--- config.mk ---
export PLATFORM = sky130hd
export DESIGN_NAME = uart_rx
export DESIGN_NICKNAME = d
export VERILOG_FILES = /design/src/rtl/uart_rx.sv
export SDC_FILE = /design/constraint.sdc
export NUM_CORES = 1
export LEC_CHECK = 0
export CAP_MARGIN = 20
export CORE_ASPECT_RATIO = 2
export CORE_MARGIN = 1
export CORE_UTILIZATION = 55
export DETAILED_ROUTE_END_ITERATION = 6
export PLACE_DENSITY = 0.78
export SYNTH_ARGS = -nofsm -noshare
export SYNTH_HDL_FRONTEND = slang
export SYNTH_SLANG_ARGS = --single-unit
--- constraint.sdc ---
create_clock -name i_clk -period 2.2 [get_ports i_clk]
set_clock_uncertainty 0.15 [all_clocks]
set_input_delay 0.66 -clock i_clk [delete_from_list [all_inputs] [get_ports i_clk]]
set_output_delay 0.66 -clock i_clk [all_outputs]
set_load 0.005 [all_outputs]
--- src/rtl/uart_rx.sv ---
// uart_rx: oversampling UART receiver fed by the uart_baudgen x16 tick.
// Each bit is sampled at ticks 7, 8 and 9 of its 16-tick window and
// majority-voted. A received word is presented as a one-cycle o_valid pulse
// together with frame- and parity-error flags.
// Optional feature: define UART_RX_PARITY_EN to receive a parity bit between
// the data bits and the stop bit (sense chosen by PARITY_ODD). Without the
// macro the parity state is absent and o_parity_err is tied low.
module uart_rx #(
    parameter int DATA_WIDTH = 8,
    parameter bit PARITY_ODD = 1'b0
) (
    input  logic                  i_clk,
    input  logic                  i_rst,
    input  logic                  i_baud_x16,
    output logic                  o_baud_x16_en,
    input  logic                  i_rx,
    output logic [DATA_WIDTH-1:0] o_dout,
    output logic                  o_valid,
    output logic                  o_frame_err,
    output logic                  o_parity_err,
    output logic                  o_busy
);

    localparam int BIDX_W = $clog2(DATA_WIDTH);

    typedef enum logic [2:0] {
        S_IDLE   = 3'd0,
        S_START  = 3'd1,
        S_DATA   = 3'd2,
        S_PARITY = 3'd3,
        S_STOP   = 3'd4,
        S_BREAK  = 3'd5
    } state_t;

    state_t                  state_reg, state_next;
    logic [1:0]              sync_reg;
    logic                    rx_s;
    logic                    baud_en_reg;
    logic [3:0]              tcnt_reg, tcnt_next;
    logic [BIDX_W-1:0]       bidx_reg, bidx_next;
    logic [2:0]              samp_reg, samp_next;
    logic [DATA_WIDTH-1:0]   data_sr_reg, data_sr_next;
    logic [DATA_WIDTH-1:0]   dout_reg, dout_next;
    logic                    valid_reg, valid_next;
    logic                    frame_err_reg, frame_err_next;
    logic                    s9_eff;
    logic                    maj;
    logic                    stop_decide;
`ifdef UART_RX_PARITY_EN
    logic                    parity_bad_reg, parity_bad_next;
    logic                    parity_err_reg, parity_err_next;
`endif

    assign rx_s = sync_reg[1];

    // The stop decision happens on the tcnt-9 tick itself, so the third
    // sample is taken straight from the line on that tick.
    assign s9_eff = (tcnt_reg == 4'd9) ? rx_s : samp_reg[2];
    assign maj    = (samp_reg[0] & samp_reg[1]) | (samp_reg[0] & s9_eff) |
                    (samp_reg[1] & s9_eff);
    assign stop_decide = i_baud_x16 && (state_reg == S_STOP) && (tcnt_reg == 4'd9);

    // State register, synchroniser, counters and output registers.
    always_ff @(posedge i_clk or posedge i_rst) begin
        if (i_rst) begin
            state_reg     <= S_IDLE;
            sync_reg      <= 2'b11;
            baud_en_reg   <= 1'b0;
            tcnt_reg      <= '0;
            bidx_reg      <= '0;
            samp_reg      <= '0;
            data_sr_reg   <= '0;
            dout_reg      <= '0;
            valid_reg     <= 1'b0;
            frame_err_reg <= 1'b0;
`ifdef UART_RX_PARITY_EN
            parity_bad_reg <= 1'b0;
            parity_err_reg <= 1'b0;
`endif
        end else begin
            state_reg     <= state_next;
            sync_reg      <= {sync_reg[0], i_rx};
            baud_en_reg   <= 1'b1;
            tcnt_reg      <= tcnt_next;
            bidx_reg      <= bidx_next;
            samp_reg      <= samp_next;
            data_sr_reg   <= data_sr_next;
            dout_reg      <= dout_next;
            valid_reg     <= valid_next;
            frame_err_reg <= frame_err_next;
`ifdef UART_RX_PARITY_EN
            parity_bad_reg <= parity_bad_next;
            parity_err_reg <= parity_err_next;
`endif
        end
    end

    // Next-state logic; nothing moves except on a baud tick.
    always_comb begin
        state_next   = state_reg;
        tcnt_next    = tcnt_reg;
        bidx_next    = bidx_reg;
        samp_next    = samp_reg;
        data_sr_next = data_sr_reg;
`ifdef UART_RX_PARITY_EN
        parity_bad_next = parity_bad_reg;
`endif
        if (i_baud_x16) begin
            tcnt_next = tcnt_reg + 4'd1;
            if (tcnt_reg == 4'd7) samp_next[0] = rx_s;
            if (tcnt_reg == 4'd8) samp_next[1] = rx_s;
            if (tcnt_reg == 4'd9) samp_next[2] = rx_s;
            case (state_reg)
                S_IDLE: begin
                    tcnt_next = '0;
                    if (!rx_s) state_next = S_START;
                end
                S_START: begin
                    if (tcnt_reg == 4'd15) begin
                        bidx_next  = '0;
                        state_next = maj ? S_IDLE : S_DATA;
                    end
                end
                S_DATA: begin
                    if (tcnt_reg == 4'd15) begin
                        data_sr_next = {maj, data_sr_reg[DATA_WIDTH-1:1]};
                        if (bidx_reg == BIDX_W'(DATA_WIDTH - 1)) begin
`ifdef UART_RX_PARITY_EN
                            state_next = S_PARITY;
`else
                            state_next = S_STOP;
`endif
                        end else begin
                            bidx_next = bidx_reg + 1'b1;
                        end
                    end
                end
`ifdef UART_RX_PARITY_EN
                S_PARITY: begin
                    if (tcnt_reg == 4'd15) begin
                        parity_bad_next = ((^data_sr_reg) ^ maj) != PARITY_ODD;
                        state_next      = S_STOP;
                    end
                end
`endif
                S_STOP: begin
                    // Decide early so a back-to-back start edge is not missed.
                    if (tcnt_reg == 4'd9) begin
                        tcnt_next  = '0;
                        state_next = maj ? S_IDLE : S_BREAK;
                    end
                end
                S_BREAK: begin
                    tcnt_next = '0;
                    if (rx_s) state_next = S_IDLE;
                end
                default: begin
                    tcnt_next  = '0;
                    state_next = S_IDLE;
                end
            endcase
        end
    end

    // Output logic: publish the word and flags at the stop decision.
    always_comb begin
        dout_next      = dout_reg;
        valid_next     = 1'b0;
        frame_err_next = frame_err_reg;
`ifdef UART_RX_PARITY_EN
        parity_err_next = parity_err_reg;
`endif
        if (stop_decide) begin
            dout_next      = data_sr_reg;
            valid_next     = 1'b1;
            frame_err_next = ~maj;
`ifdef UART_RX_PARITY_EN
            parity_err_next = parity_bad_reg;
`endif
        end
    end

    assign o_baud_x16_en = baud_en_reg;
    assign o_dout        = dout_reg;
    assign o_valid       = valid_reg;
    assign o_frame_err   = frame_err_reg;
    assign o_busy        = (state_reg != S_IDLE);
`ifdef UART_RX_PARITY_EN
    assign o_parity_err  = parity_err_reg;
`else
    assign o_parity_err  = 1'b0;
`endif

endmodule
Word-level counts from Yosys, hierarchy flattened
Index checks and enable logic that the tools add are counted.

Reductions and logical operators: 11. Mux-type cells: 17. $add $sub $neg: 2. Bitwise logic cells: 6. Equal/unequal tests: 16.

Operator list (number): $mux W3 (10); $pmux W3 S5 (1); $ne A2 B2 Y1 const B (7); $eq A4 B4 Y1 const B (3); $eq A3 B3 Y1 const B (3); $pmux W4 S2 (1); $reduce_and A7 Y1 (1); $pmux W3 S2 (1); $reduce_and A5 Y1 (1); $add A4 B1 Y4 const B (1); $eq A4 B3 Y1 const B (1); $mux W4 (1); $reduce_and A2 Y1 (2); $add A3 B1 Y3 const B (1); $and A1 B1 Y1 (3); $eq A3 B1 Y1 const B (1); $eq A3 B2 Y1 const B (1); $logic_not A3 Y1 (1); $reduce_and A3 Y1 (1); $reduce_bool A3 Y1 (1); $logic_and A1 B1 Y1 (2); $mux W1 (2); $mux W2 (1); $or A1 B1 Y1 (2); 3 further kinds (3).

Output and inout bits: 13. Flip-flop bits (word level): 34. Word-level logic and storage cells: 64.

Longest topological paths before layout
Depth after elaboration: 8. Gate-level depth with buffers: 7. Mapped depth without buffers: 6.

Worst setup path after synthesis
No wires, ideal clock.

Path kind: input -> register. Start: input i_baud_x16. End: register data_sr_reg[0]. Slack: 0.353 ns. Arrival: 1.572 ns. Library setup time: 0.125 ns. Stages: 3. Required time: 1.925 ns. Cell sequence: nand2_1 -> nor4_4 -> mux2_2.

Word-level cells in the longest chain between the ends: 1.

RTL lines: from (decl) (RTL line 14) `input logic i_baud_x16,`; $reduce_and A3 Y1 (no line); to (signal assigned) (RTL line 87) `data_sr_reg <= data_sr_next;`; to (decl) (RTL line 42) `logic [DATA_WIDTH-1:0] data_sr_reg, data_sr_next;`.

No other way between the ends. A chain may end at the register's enable or synchronous reset.

Worst setup path in the final report
Start: register state_reg[1]. End: output o_busy.

Word-level cells in the longest chain between the ends: 1.

RTL lines: from (decl) (RTL line 35) `state_t state_reg, state_next;`; from (signal assigned) (RTL line 81) `state_reg <= state_next;`; $reduce_bool A3 Y1 (RTL line 187) `assign o_busy = (state_reg != S_IDLE);`; to (decl) (RTL line 21) `output logic o_busy`.

No other way between the ends.

==> metrics.md <==
| Metric | Value |
|---|---|
| Outcome | finished clean |
| RSZ-0062 raised after global routing | no |
| FF-to-FF setup slack | 0.22 ns |
| HP Class | flip-flop to flip-flop |
| Critical path launch point type | flip-flop |
| Leak Pwr | 0.893 nW |
| Placed Instances | 180 |
| Skew-Pair Late Insertion Delay | 0.29 ns |
| Number of synthesized flops with an enable pin | 0 |
| Initial antenna violation count | 0 |
| Total power draw | 0.00162 W |
| Wire length per cell | 18.4 µm |
| Post-DP HPWL | 2620 µm |
| Worst r2r src | tcnt_reg[1]$_DFFE_PP0P_ |
| Vias in the first global route | 1,197 |
| Core region area | 0.00280 mm² |
| Setup crit end | o_busy |
| Synthesized area | 0.00165 mm² |
| Worst setup EP type | output pin |
| Nets | 167 |
| Yosys top cell area share | 0.486 |
| Die height | 79.4 µm |
| Crit path cell chain | or3_1 -> dlygate4sd2_1 |
| WP depth | 2 |
| Critical Path Source | state_reg[1]$_DFFE_PP0P_ |
| Power density cells | 821 mW/mm² |
| Vias | 1,149 |
| Worst path max stage delay | 0.38 ns |
| Worst Tran Pin Value | 0.528 ns |
| Max Slew Vio Count | 0 |
| CP arrival | 1.30 ns |
| Clk pin slew, worst setup/hold paths | 0.07 ns |
| Drt pass-1 iters | 6 |
| Area of the die | 0.00323 mm² |
| TritonCTS Buffers | 5 |
| Max Buffers Root-to-Sink | 2 |
| Setup bufs post-CTS | 0 |
| Die width | 40.7 µm |
| Yosys reg bits | 34 |
| GRT Total Usage | 0.261 |
| CP delay by family, top | flip-flops |
| Final Util | 0.705 |
| Io pins | 17 |
| Fmax | 474 MHz |
| Worst vdd ir | 0.598 mV |
| Asr flop ratio synth | 1.00 |
| Hold buffer count at CTS | 0 |
| Fill cell count | 220 |
| Top post-synthesis cells by area | dfrtp_1 (49%), mux2_2 (14%), ha_1 (3.8%) |
| Sequential element share of the synthesized area | 0.518 |
| Count of different cell masters after synthesis | 39 |
| Fin crit period | 2.11 ns |
| Effective utilization at floorplan | 0.587 |
| GRT overflow | 0 |
| Hold Slack | 0.210 ns |
| Mean post-synth cell area | 12.4 µm² |
| Post-synth top flop | dfrtp_1 |
| CP required | 1.39 ns |
| Fraction of layout cells with a size suffix above 1 | 0.302 |
| Setup TNS | 0 ns |
| Syn Nets | 142 |
| I/O Buffers | 15 |
| Worst Reg-to-Reg Cells | 6 |
| Final ANT Viol Nets | 0 |
| Largest net degree at the start of global routing | 24 |
| Final Non-Filler Cells | 188 |
| Clock Sinks | 34 |
| Final count of hold timing violations | 0 |
| Drt via density | 6.11 |
| Synthesis warning total | 0 |
| Post-CTS resize count | 1 |
| Antenna diodes | 0 |
| Crit path max fanout | 2 |
| Layout area overhead | 20.0% |
| Worst path bufs/invs | 1 |
| Finish-stage setup viols | 0 |
| Final Wtd Congestion | 0.820 |
| WL final | 3460 µm |
| CTS tree | built |
| DRT iter0 DRCs | 23 |
| Tcrit/Tclk final | 0.959 |
| Post-route DRC | 0 |
| Max-cap viol count | 0 |
| Worst R2R End | tcnt_reg[0]$_DFFE_PP0P_ |
| Setup Crit Path Kind | flip-flop to output pin |
| First-pass GRT wire length | 5460 µm |
| Critical path's slowest cell | dfrtp_1 |
| Synth area leader | dfrtp_1 |
| Mapped Cells | 133 |
| Rel. slew slack | 0.645 |
| Std-Cell Rows | 27 |
| H-tree depth | 2 |
| Root buffer cell | clkbuf_8 |
## kinds of logic after synthesis
kind of cell             Yosys count  synth area share
multiplexers                      21             0.143
other                              2           0.00456
AO/OA/AOI/OAI                     20             0.106
buffers and inverters             12            0.0395
flip-flops                        34             0.518
AND/OR/NAND/NOR                   39             0.151
adder cells (fa/ha/maj)            5            0.0380
## report_power, final
group          total, W  internal [W]  switching (W)
combinational  0.000416      0.000187       0.000229
clock          0.000470      0.000255       0.000215
sequential     0.000735      0.000683      0.0000518
## metrics by stage
| step | setup WS (ns) | cell area, µm² |
|---|---|---|
| 2_1_floorplan | 0.353 | 1650 |
| 3_3_place_gp | -0.118 | 1890 |
| 3_5_place_dp | -0.156 | 1890 |
| 4_1_cts | 0.0676 | 1980 |
| 5_1_grt | 0.0189 | 1980 |
| 6_report | 0.0904 | 1980 |
## how the worst min path moves through the flow
stage	from	cells after the start	endpoint	slack, ns
final	sync_reg[0]$_DFF_PP1_	0	sync_reg[1]$_DFF_PP1_	0.21
after global routing	sync_reg[0]$_DFF_PP1_	0	sync_reg[1]$_DFF_PP1_	0.22
after CTS	sync_reg[0]$_DFF_PP1_	0	sync_reg[1]$_DFF_PP1_	0.21
after detailed placement	sync_reg[0]$_DFF_PP1_	0	sync_reg[1]$_DFF_PP1_	0.20
after global placement	sync_reg[0]$_DFF_PP1_	0	sync_reg[1]$_DFF_PP1_	0.20
after floorplan	sync_reg[0]$_DFF_PP1_	0	sync_reg[1]$_DFF_PP1_	0.20
## synth_stat cells, drive strengths merged, types with 2 or more instances
cell	number
dfrtp	32
mux2	20
nand2	7
o2bb2ai	7
buf	6
ha	5
inv	5
nor2	5
nor3b	5
nand3	4
nand4	3
nor2b	3
a211oi	2
a21oi	2
a22oi	2
conb	2
dfstp	2
nand3b	2
nor4	2
o21ai	2
o22ai	2
## cell type report
type	count	area, µm²	share of cell area
inverter	5	18.8	0.00950
timing repair buffer	25	249	0.126
multi-input combinational	87	728	0.369
tap	29	36.3	0.0184
sequential	34	853	0.432
clock buffer	8	90.1	0.0456
## routing by layer
metal	track usage	part of all wire	wire (µm)
met1	0.244	0.34	1170
met2	0.459	0.58	2020
met3	0.0641	0.031	107
met4	0.147	0.048	167
met5	0	0	0
## cells in the final DEF (no fill, tap or decap), types with 3 or more instances in the layout
| cell | instances |
|---|---|
| dfrtp_1 | 32 |
| mux2_2 | 20 |
| clkdlybuf4s50_1 | 14 |
| buf_4 | 8 |
| nand2_1 | 7 |
| o2bb2ai_1 | 7 |
| clkbuf_8 | 6 |
| nor2_1 | 5 |
| ha_1 | 5 |
| inv_1 | 4 |
| nor3b_1 | 4 |
| nand3_1 | 4 |
| nor2b_1 | 3 |
| nand4_1 | 3 |
(Power assumes the default switching activity.)
